<file path="src/rtl/plazer_pkg.sv">
`default_nettype none
`timescale 1ns/1ps
// ============================================================================
// Module      : plazer_pkg
// Description : Shared constants and types for the pixel row assembler and
//               the convolution stage that consumes its rows.
// Revision    : 1.0 - initial release
// ============================================================================
package plazer_pkg;

  localparam int ROW_PIXELS = 120;                 // pixels per row
  localparam int PIX_W      = 8;                   // bits per pixel
  localparam int ROW_IDX_W  = 9;                   // row index width, wraps
  localparam int COL_W      = $clog2(ROW_PIXELS);  // column counter width

  typedef logic [PIX_W-1:0]     pixel_t;
  typedef pixel_t [ROW_PIXELS-1:0] row_t;
  typedef logic [COL_W-1:0]     col_t;
  typedef logic [ROW_IDX_W-1:0] row_idx_t;

endpackage
`default_nettype wire

</file>
<file path="src/rtl/pixel_row_assembler_row_bank.sv">
`default_nettype none
`timescale 1ns/1ps
// ============================================================================
// Module      : row_bank
// Description : One row store of the double buffer. Holds ROW_PIXELS pixels
//               written one column at a time, the row index captured when
//               the row completes, and a full flag.
// Ports       : clk, rst_n      - clock, async active-low reset
//               i_wr_en/i_wr_col/i_wr_data - single pixel write
//               i_set_full/i_set_idx - mark row complete, capture its index
//               i_clr_full      - consumer has taken the row
//               o_row/o_idx/o_full - stored row, its index, full flag
// Revision    : 1.0 - initial release
// ============================================================================
module row_bank
  import plazer_pkg::*;
(
  input  logic     clk,
  input  logic     rst_n,
  input  logic     i_wr_en,
  input  col_t     i_wr_col,
  input  pixel_t   i_wr_data,
  input  logic     i_set_full,
  input  row_idx_t i_set_idx,
  input  logic     i_clr_full,
  output row_t     o_row,
  output row_idx_t o_idx,
  output logic     o_full
);

  row_t     r_row;
  row_idx_t r_idx;
  logic     r_full;

  always_ff @(posedge clk or negedge rst_n) begin
    if (!rst_n) begin
      r_row  <= '0;
      r_idx  <= '0;
      r_full <= 1'b0;
    end else begin
      if (i_wr_en) begin
        r_row[i_wr_col] <= i_wr_data;
      end
      if (i_set_full) begin
        r_full <= 1'b1;
        r_idx  <= i_set_idx;
      end else if (i_clr_full) begin
        // Set and clear never target the same bank in one cycle: a bank is
        // only written while empty and only drained while full.
        r_full <= 1'b0;
      end
    end
  end

  assign o_row  = r_row;
  assign o_idx  = r_idx;
  assign o_full = r_full;

endmodule
`default_nettype wire

</file>
<file path="src/rtl/pixel_row_assembler.sv">
`default_nettype none
`timescale 1ns/1ps
// ============================================================================
// Module      : pixel_row_assembler
// Description : Collects a serial pixel stream into complete rows and hands
//               each row out in parallel with a valid/ready handshake. Two
//               row banks let one row fill while the other is held.
// Ports       : clk, rst_n                  - clock, async active-low reset
//               i_pix_data/i_pix_valid/i_pix_sol/i_pix_sof, o_pix_ready
//                                            - pixel input stream
//               o_row_data/o_row_index/o_row_valid, i_row_ready
//                                            - parallel row output
//               o_sol_err                    - sticky truncated-row flag
// Revision    : 1.0 - initial release
// ============================================================================
module pixel_row_assembler
  import plazer_pkg::*;
(
  input  logic     clk,
  input  logic     rst_n,
  input  pixel_t   i_pix_data,
  input  logic     i_pix_valid,
  input  logic     i_pix_sol,
  input  logic     i_pix_sof,
  output logic     o_pix_ready,
  output row_t     o_row_data,
  output row_idx_t o_row_index,
  output logic     o_row_valid,
  input  logic     i_row_ready,
  output logic     o_sol_err
);

  logic     r_wr_bank;
  logic     r_rd_bank;
  col_t     r_col;
  row_idx_t r_row_cnt;
  logic     r_sol_err;

  logic     w_full [2];
  row_t     w_row  [2];
  row_idx_t w_idx  [2];

  logic w_accept;
  logic w_sol;
  logic w_last;
  logic w_complete;
  logic w_take;
  col_t w_wr_col;

  assign o_pix_ready = ~w_full[r_wr_bank];
  assign w_accept    = i_pix_valid & o_pix_ready;
  // A frame start is always also a row start.
  assign w_sol       = i_pix_sol | i_pix_sof;
  assign w_last      = (r_col == col_t'(ROW_PIXELS - 1));
  // A row start on the last column begins a new one-pixel row instead.
  assign w_complete  = w_accept & ~w_sol & w_last;
  assign w_take      = o_row_valid & i_row_ready;
  assign w_wr_col    = w_sol ? '0 : r_col;

  for (genvar gi = 0; gi < 2; gi++) begin : g_bank
    row_bank u_bank (
      .clk        (clk),
      .rst_n      (rst_n),
      .i_wr_en    (w_accept   && (r_wr_bank == 1'(gi))),
      .i_wr_col   (w_wr_col),
      .i_wr_data  (i_pix_data),
      .i_set_full (w_complete && (r_wr_bank == 1'(gi))),
      .i_set_idx  (r_row_cnt),
      .i_clr_full (w_take     && (r_rd_bank == 1'(gi))),
      .o_row      (w_row[gi]),
      .o_idx      (w_idx[gi]),
      .o_full     (w_full[gi])
    );
  end

  assign o_row_valid = w_full[r_rd_bank];
  assign o_row_data  = w_row[r_rd_bank];
  assign o_row_index = w_idx[r_rd_bank];
  assign o_sol_err   = r_sol_err;

  always_ff @(posedge clk or negedge rst_n) begin
    if (!rst_n) begin
      r_wr_bank <= 1'b0;
      r_rd_bank <= 1'b0;
      r_col     <= '0;
      r_row_cnt <= '0;
      r_sol_err <= 1'b0;
    end else begin
      if (w_accept) begin
        if (w_sol) begin
          // Pixel lands in column 0; anything partially collected is
          // abandoned and flagged.
          r_col <= col_t'(1);
          if (r_col != '0) begin
            r_sol_err <= 1'b1;
          end
          if (i_pix_sof) begin
            r_row_cnt <= '0;
          end
        end else if (w_last) begin
          r_col     <= '0;
          r_row_cnt <= r_row_cnt + row_idx_t'(1);
          r_wr_bank <= ~r_wr_bank;
        end else begin
          r_col <= r_col + col_t'(1);
        end
      end
      if (w_take) begin
        r_rd_bank <= ~r_rd_bank;
      end
    end
  end

endmodule
`default_nettype wire

</file>
<file path="config.mk">
export PLATFORM = sky130hd
export DESIGN_NAME = pixel_row_assembler
export DESIGN_NICKNAME = d
export VERILOG_FILES = /design/src/rtl/plazer_pkg.sv /design/src/rtl/pixel_row_assembler_row_bank.sv /design/src/rtl/pixel_row_assembler.sv
export SDC_FILE = /design/constraint.sdc
export NUM_CORES = 2
export LEC_CHECK = 0
export CAP_MARGIN = 10
export CORE_ASPECT_RATIO = 1.2
export CORE_UTILIZATION = 58
export CTS_BUF_LIST = sky130_fd_sc_hd__clkbuf_4
export DETAILED_ROUTE_END_ITERATION = 16
export PLACE_DENSITY = 0.78
export SYNTH_ARGS = -nofsm -noshare
export SYNTH_HDL_FRONTEND = slang
export SYNTH_SLANG_ARGS = --single-unit
</file>
<file path="constraint.sdc">
create_clock -name clk -period 3.1 [get_ports clk]
set_input_delay 0.62 -clock clk [delete_from_list [all_inputs] [get_ports clk]]
set_output_delay 0.62 -clock clk [all_outputs]
set_load 0.01 [all_outputs]
</file>
* Word level (Yosys, flattened, before mapping)
Cells that the tools add are included.
** Cells by class
- Add/subtract/negate cells :: 2
- $mul :: 0
- Divide/modulo/power cells :: 0
- Order comparisons :: 4
- Eq/ne operators :: 2
- Shifts and indexed selects :: 0
- Muxes and demuxes :: 26
- Bitwise operators :: 11
- Reduce and logical (&&, ||, !) cells :: 14
** Operator list (count)
- $mux W960 :: 3
- $bwmux W960 :: 2
- $demux W8 S7 :: 1
- $mux W9 :: 6
- $mux W7 :: 3
- $mux W1 :: 10
- $add A9 B1 Y9 const B :: 1
- $reduce_and A3 Y1 :: 3
- $lt A7 B8 Y1 const B :: 1
- $mux W8 :: 1
- $add A7 B1 Y7 const B :: 1
- $eq A7 B7 Y1 const B :: 1
- $ge A7 B1 Y1 const B :: 1
- $logic_and A1 B1 Y1 :: 7
- $reduce_bool A7 Y1 :: 1
- $reduce_bool A2 Y1 :: 3
- $and A1 B1 Y1 :: 4
- $ge A2 B2 Y1 const B :: 2
- $not A1 Y1 :: 4
- $not A1 Y2 :: 2
- $ne A2 B2 Y1 const B :: 1
- $or A1 B1 Y1 :: 1
** Word-level totals
- Bits in registers :: 1959
- Bits in latches :: 0
- RAM bits :: 0
- Bits in read-only memories :: 0
- Output and inout bits :: 972
- Word-level logic and storage cells :: 308
- Memories :: 0

* Depth between registers and ports, before layout
- Depth in word-level cells :: 10
- Mapped depth :: 7

* Modules after synthesis
Synthesis repeated with hierarchy kept, for this count alone.
** Second synthesis, totals
- Cell total of the unflattened synthesis :: 5689
- Area total of the unflattened synthesis :: 86270.2 sq um
** Modules (own cells, without submodules)
- row_bank (g_bank[1].u_bank) :: instances 1, cells each 2241, area an instance 36820.3 sq um
- row_bank (g_bank[0].u_bank) :: instances 1, cells each 2241, area an instance 36819.1 sq um
- pixel_row_assembler :: instances 1, cells each 1207, area an instance 12630.9 sq um

* Worst setup path before layout
OpenSTA, ideal clock, no wires.
- Path kind :: input to register
- From :: in i_pix_sof
- To :: reg g_bank[1].u_bank.r_row (netlist bit g_bank[1].u_bank.o_row[664])
- Setup time :: 0.125 ns
- Arrival :: 2.254 ns
- Data required time :: 2.975 ns
- Slack :: 0.721 ns
- Cell stages on the path :: 7
- Buffers on the path :: 3
- Cell sequence :: buf_4 nor3b_1 buf_4 nand3_1 buf_4 nor2_4 mux2_2
** On the way
- Longest elaborated chain between the ends :: 7
** RTL lines
- start: declaration :: RTL line pixel_row_assembler.sv:24 : input logic i_pix_sof,
- $or A1 B1 Y1 (*) :: RTL line pixel_row_assembler.sv:53 : assign w_sol = i_pix_sol | i_pix_sof;
- $mux W7 (*) :: RTL line pixel_row_assembler.sv:58 : assign w_wr_col = w_sol ? '0 : r_col;
- $lt A7 B8 Y1 (not written as such) or $ge A7 B1 Y1 (tied branches) :: RTL line pixel_row_assembler_row_bank.sv:42 : r_row[i_wr_col] <= i_wr_data;
- $logic_and A1 B1 Y1 (not written as such) :: RTL line pixel_row_assembler_row_bank.sv:42
- $mux W8 (not written as such) :: RTL line pixel_row_assembler_row_bank.sv:42
- $demux W8 S7 (*)
- $bwmux W960 (*) :: RTL line pixel_row_assembler_row_bank.sv:42
- end signal: indexed assignment :: RTL line pixel_row_assembler_row_bank.sv:42
- end: declaration :: RTL line pixel_row_assembler_row_bank.sv:31 : row_t r_row;
Every way passes the cells marked *; elsewhere a longest branch is shown, timed or not.
A chain may end at the register's enable or synchronous reset.

==> impl_metrics.yaml <==
worst_setup_path:
  regToRegSetupSlack_ns: 0.32
  crit_end: "o_row_data[104]"
  critPathKind: "flop to output port"
  path_depth: 5
  startpoint_type: "flop"
  ff2ff_path_depth: 6
  critPathArrivalTime_ns: 3.46
  required_ns: 2.48
  critPathLaunch: "r_rd_bank"
  worstReg2RegEnd: "g_bank[1].u_bank.o_row[4]"
  path_cells: "buf_16, buf_16, buf_12, mux2_2, clkdlybuf4s50_1"
  cp_slowest_cell: "clkdlybuf4s50_1"
  r2r_start: "r_col[3]"
  cpMostUsedCell: "buf_16"
  path_delay_family: "buffers and inverters"
  cp_num_buf_inv: 4
  cpPeakStageDelay_ns: 0.58
  crit_path_end_kind: "output port"
  crit_path_max_fanout: 36
clock_network:
  htreeDepth: 5
  clk_pin_slew_ns: 0.07
  clockBufferDepth: 4
  cts-buffers-inserted: 493
  clk_latency_ns: 1.47
  clock_sinks: 1959
  cts_tree: "yes"
  root_buffer: "clkbuf_4"
power_and_ir_drop:
  p_sw_mw: 11.7
  power.density_nw_per_um2: 448
  netSwitchingFraction: 0.240
  p_leak_nw: 55.4
  worst_ir_drop_vdd_mv: 0.442
  pwr-share-seq: 0.528
  clockPowerShare: 0.427
  p_comb_frac: 0.045
  internal-power_mw: 37.1
drt:
  wl_met1_um: 101000
  drt_iter0_drc: 2873
  vias: 54733
  viasPerCell: 5.80
  route.met3.wl_um: 21200
  route.met2.wl_um: 125000
  wire_per_inst_um: 27.9
  first_pass_iters: 7
  route.detailed.drc: 0
  routed_wl_um: 263000
  final_antenna_net_count: 0
  dr.max_layer_used: "met5"
floorplan:
  start_util: 0.584
  die_y_um: 426
  dieArea_sq_um: 151000
  fp-row-count: 155
  die_w_um: 355
  core_area_sq_um: 149000
  io_pins: 986
global_routing:
  grt_pass1_wl_um: 383000
  grt_max_degree: 103
  antenna_found_initial: 7
  grtUsageTotal: 0.344
  grt_pass1_vias: 58029
  overflow: 0
timing:
  hold_viol_final: 0
  skew_ns: 0.0815
  finalCritPeriodShare: 1.32
  max_freq_mhz: 245
  rsz0062_at_grt: "yes"
  slew_headroom: 0.347
  worstMarginPinSlew_ns: 0.979
  min_period_ns: 4.08
  final.setup.tns_ns: -771.03
  setup_violations: 972
  worst_slack_ns: -0.983
  slew_violations: 0
place:
  dp_hpwl_um: 172000
  routabilityCongestion: 0.843
  place_area_sq_um: 101000
  dp_cells: 8525
  numPortBuffers: 985
final_layout:
  areaGrowthSynthToFinish_pct: 25.6
  finish.cell_count_without_fillers: 9434
  register_area_sq_um: 49000
  nets: 7190
  multiInputGateArea_sq_um: 36300
  fin_area_sq_um: 109000
  nFillCells: 9795
  layout-drive-gt1-share: 0.593
synth:
  synth_edf_count: 0
  postSynthCellCount: 5670
  synth.distinct_cells: 60
  yosys.cell_count.top_type: "mux2_2"
  synth_top_area_share: 0.565
  yosysTopAreaCell: "dfrtp_1"
  synth_seq_cells: 1959
  synthesis.nets: 5687
  yosys_warnings: 0
  synth.area.top_cells: "dfrtp_1 (57%), mux2_2 (37%), nor2_4 (1.5%)"
  ys_seq_area_frac: 0.565
  synthTopCellsByCount: "mux2_2 (2873), dfrtp_1 (1959), clkbuf_1 (332), nor2_4 (118), nand2_1 (59)"
  ys.flop_type: "dfrtp_1"
  synth_async_sr_flop_share: 1.00
  syn-mean-instance-area_sq_um: 15.3
  netlist_area_sq_um: 86800
run_status:
  violations: "setup timing"
  outcome: "finished with violations"
worst_hold_path:
  holdCritPathClass: "primary input to flop"
flow_run:
  maxCapViolCount: 0
flip-flops by register name, indices dropped and copies added (netlist names):
signal / flops
o_sol_err: 1
r_wr_bank: 1
r_col: 7
r_rd_bank: 1
r_row_cnt: 9
g_bank.u_bank.o_idx: 18
g_bank.u_bank.o_row: 1920
g_bank.u_bank.o_full: 2
worst min-delay path by stage:
stage                                     start                     endpoint  slack [ns]  cells after the start
detailed placement  g_bank[1].u_bank.o_row[800]  g_bank[1].u_bank.o_row[800]        0.47                      1
finish                              i_pix_valid                     r_col[0]        0.25                      3
CTS                                 i_pix_valid                 r_row_cnt[1]        0.06                      4
floorplan                                 rst_n      g_bank[0].u_bank.o_full        0.32                      0
global placement    g_bank[1].u_bank.o_row[802]  g_bank[1].u_bank.o_row[802]        0.46                      1
global route                        i_pix_valid                     r_col[0]        0.22                      3
placed cells by master (no fill, tap or decap), types with 8 or more instances in the layout:
| cell | n |
|---|---|
| nand2_2 | 10 |
| mux2_2 | 2844 |
| clkbuf_16 | 21 |
| clkbuf_8 | 8 |
| nor2_2 | 51 |
| buf_2 | 36 |
| buf_12 | 126 |
| clkinv_1 | 50 |
| nor2_8 | 11 |
| o21ai_0 | 8 |
| clkdlybuf4s15_2 | 10 |
| nor2_4 | 118 |
| dfrtp_1 | 1958 |
| mux2_4 | 29 |
| clkbuf_4 | 721 |
| dlygate4sd3_1 | 11 |
| clkbuf_2 | 57 |
| dlymetal6s2s_1 | 48 |
| nand2_1 | 58 |
| dlygate4sd2_1 | 80 |
| buf_6 | 66 |
| mux2_1 | 36 |
| nand3_1 | 11 |
| nand3_2 | 13 |
| buf_16 | 36 |
| inv_1 | 8 |
| clkdlybuf4s50_1 | 670 |
| buf_4 | 216 |
| nor2_1 | 15 |
| nand3_4 | 8 |
| nand2b_1 | 16 |
tightest hold or removal path: stages:
cell	delay, ns
clkdlybuf4s50_1	0.51
nand2_1	0.35
a21oi_1	0.12
power groups by stage:
stage	logic, mW	registers (mW)	clock network (mW)
2_1_floorplan	0.706	26.2	0
3_3_place_gp	2.17	26.3	0
3_5_place_dp	2.21	26.3	0
4_1_cts	2.22	25.8	21.3
5_1_grt	2.34	25.8	22.7
6_report	2.19	25.8	20.8
stage by stage:
step                total power [mW]  setup slack [ns]  hold WS (ns)   util
finish                          48.8            -0.983         0.251  0.734
global route                    50.9             -1.06         0.218  0.734
CTS                             49.3             -1.13        0.0636  0.727
detailed placement              28.5            -0.271         0.473  0.682
global placement                28.4            -0.232         0.461  0.682
floorplan                       26.9             0.721         0.324      -
area by class of cell:
cell class	instances	area share
Sequential cell	1959	0.450
Clock inverter	68	0.00324
Timing Repair Buffer	1392	0.141
Clock buffer	721	0.0497
Tap cell	1962	0.0225
Inverter	8	0.000276
Antenna cell	5	0.000115
Multi-Input combinational cell	3319	0.334
kinds of logic after synthesis:
group / after synthesis / share of synthesized area
simple gates: 369 / 0.0352
buf+inv: 392 / 0.0185
fa+ha+maj: 3 / 0.000433
mux: 2913 / 0.378
flops: 1959 / 0.565
compound gates: 31 / 0.00239
xor+xnor: 3 / 0.000303
layer usage:
layer / up-vias / track usage
li1: 23519 / -
met2: 1805 / 0.541
met1: 28875 / 0.416
met3: 528 / 0.111
met5: - / 0
met4: 6 / 0.197
timing repair:
action,4_1_cts,5_1_grt
endpoints found under the hold margin,2348,0
pin swaps,0,0
gates cloned,21,23
endpoints found under the setup margin,972,972
hold buffers,12,0
resized for setup,329,517
buffers inserted,20,40
(Power assumes the default switching activity.)
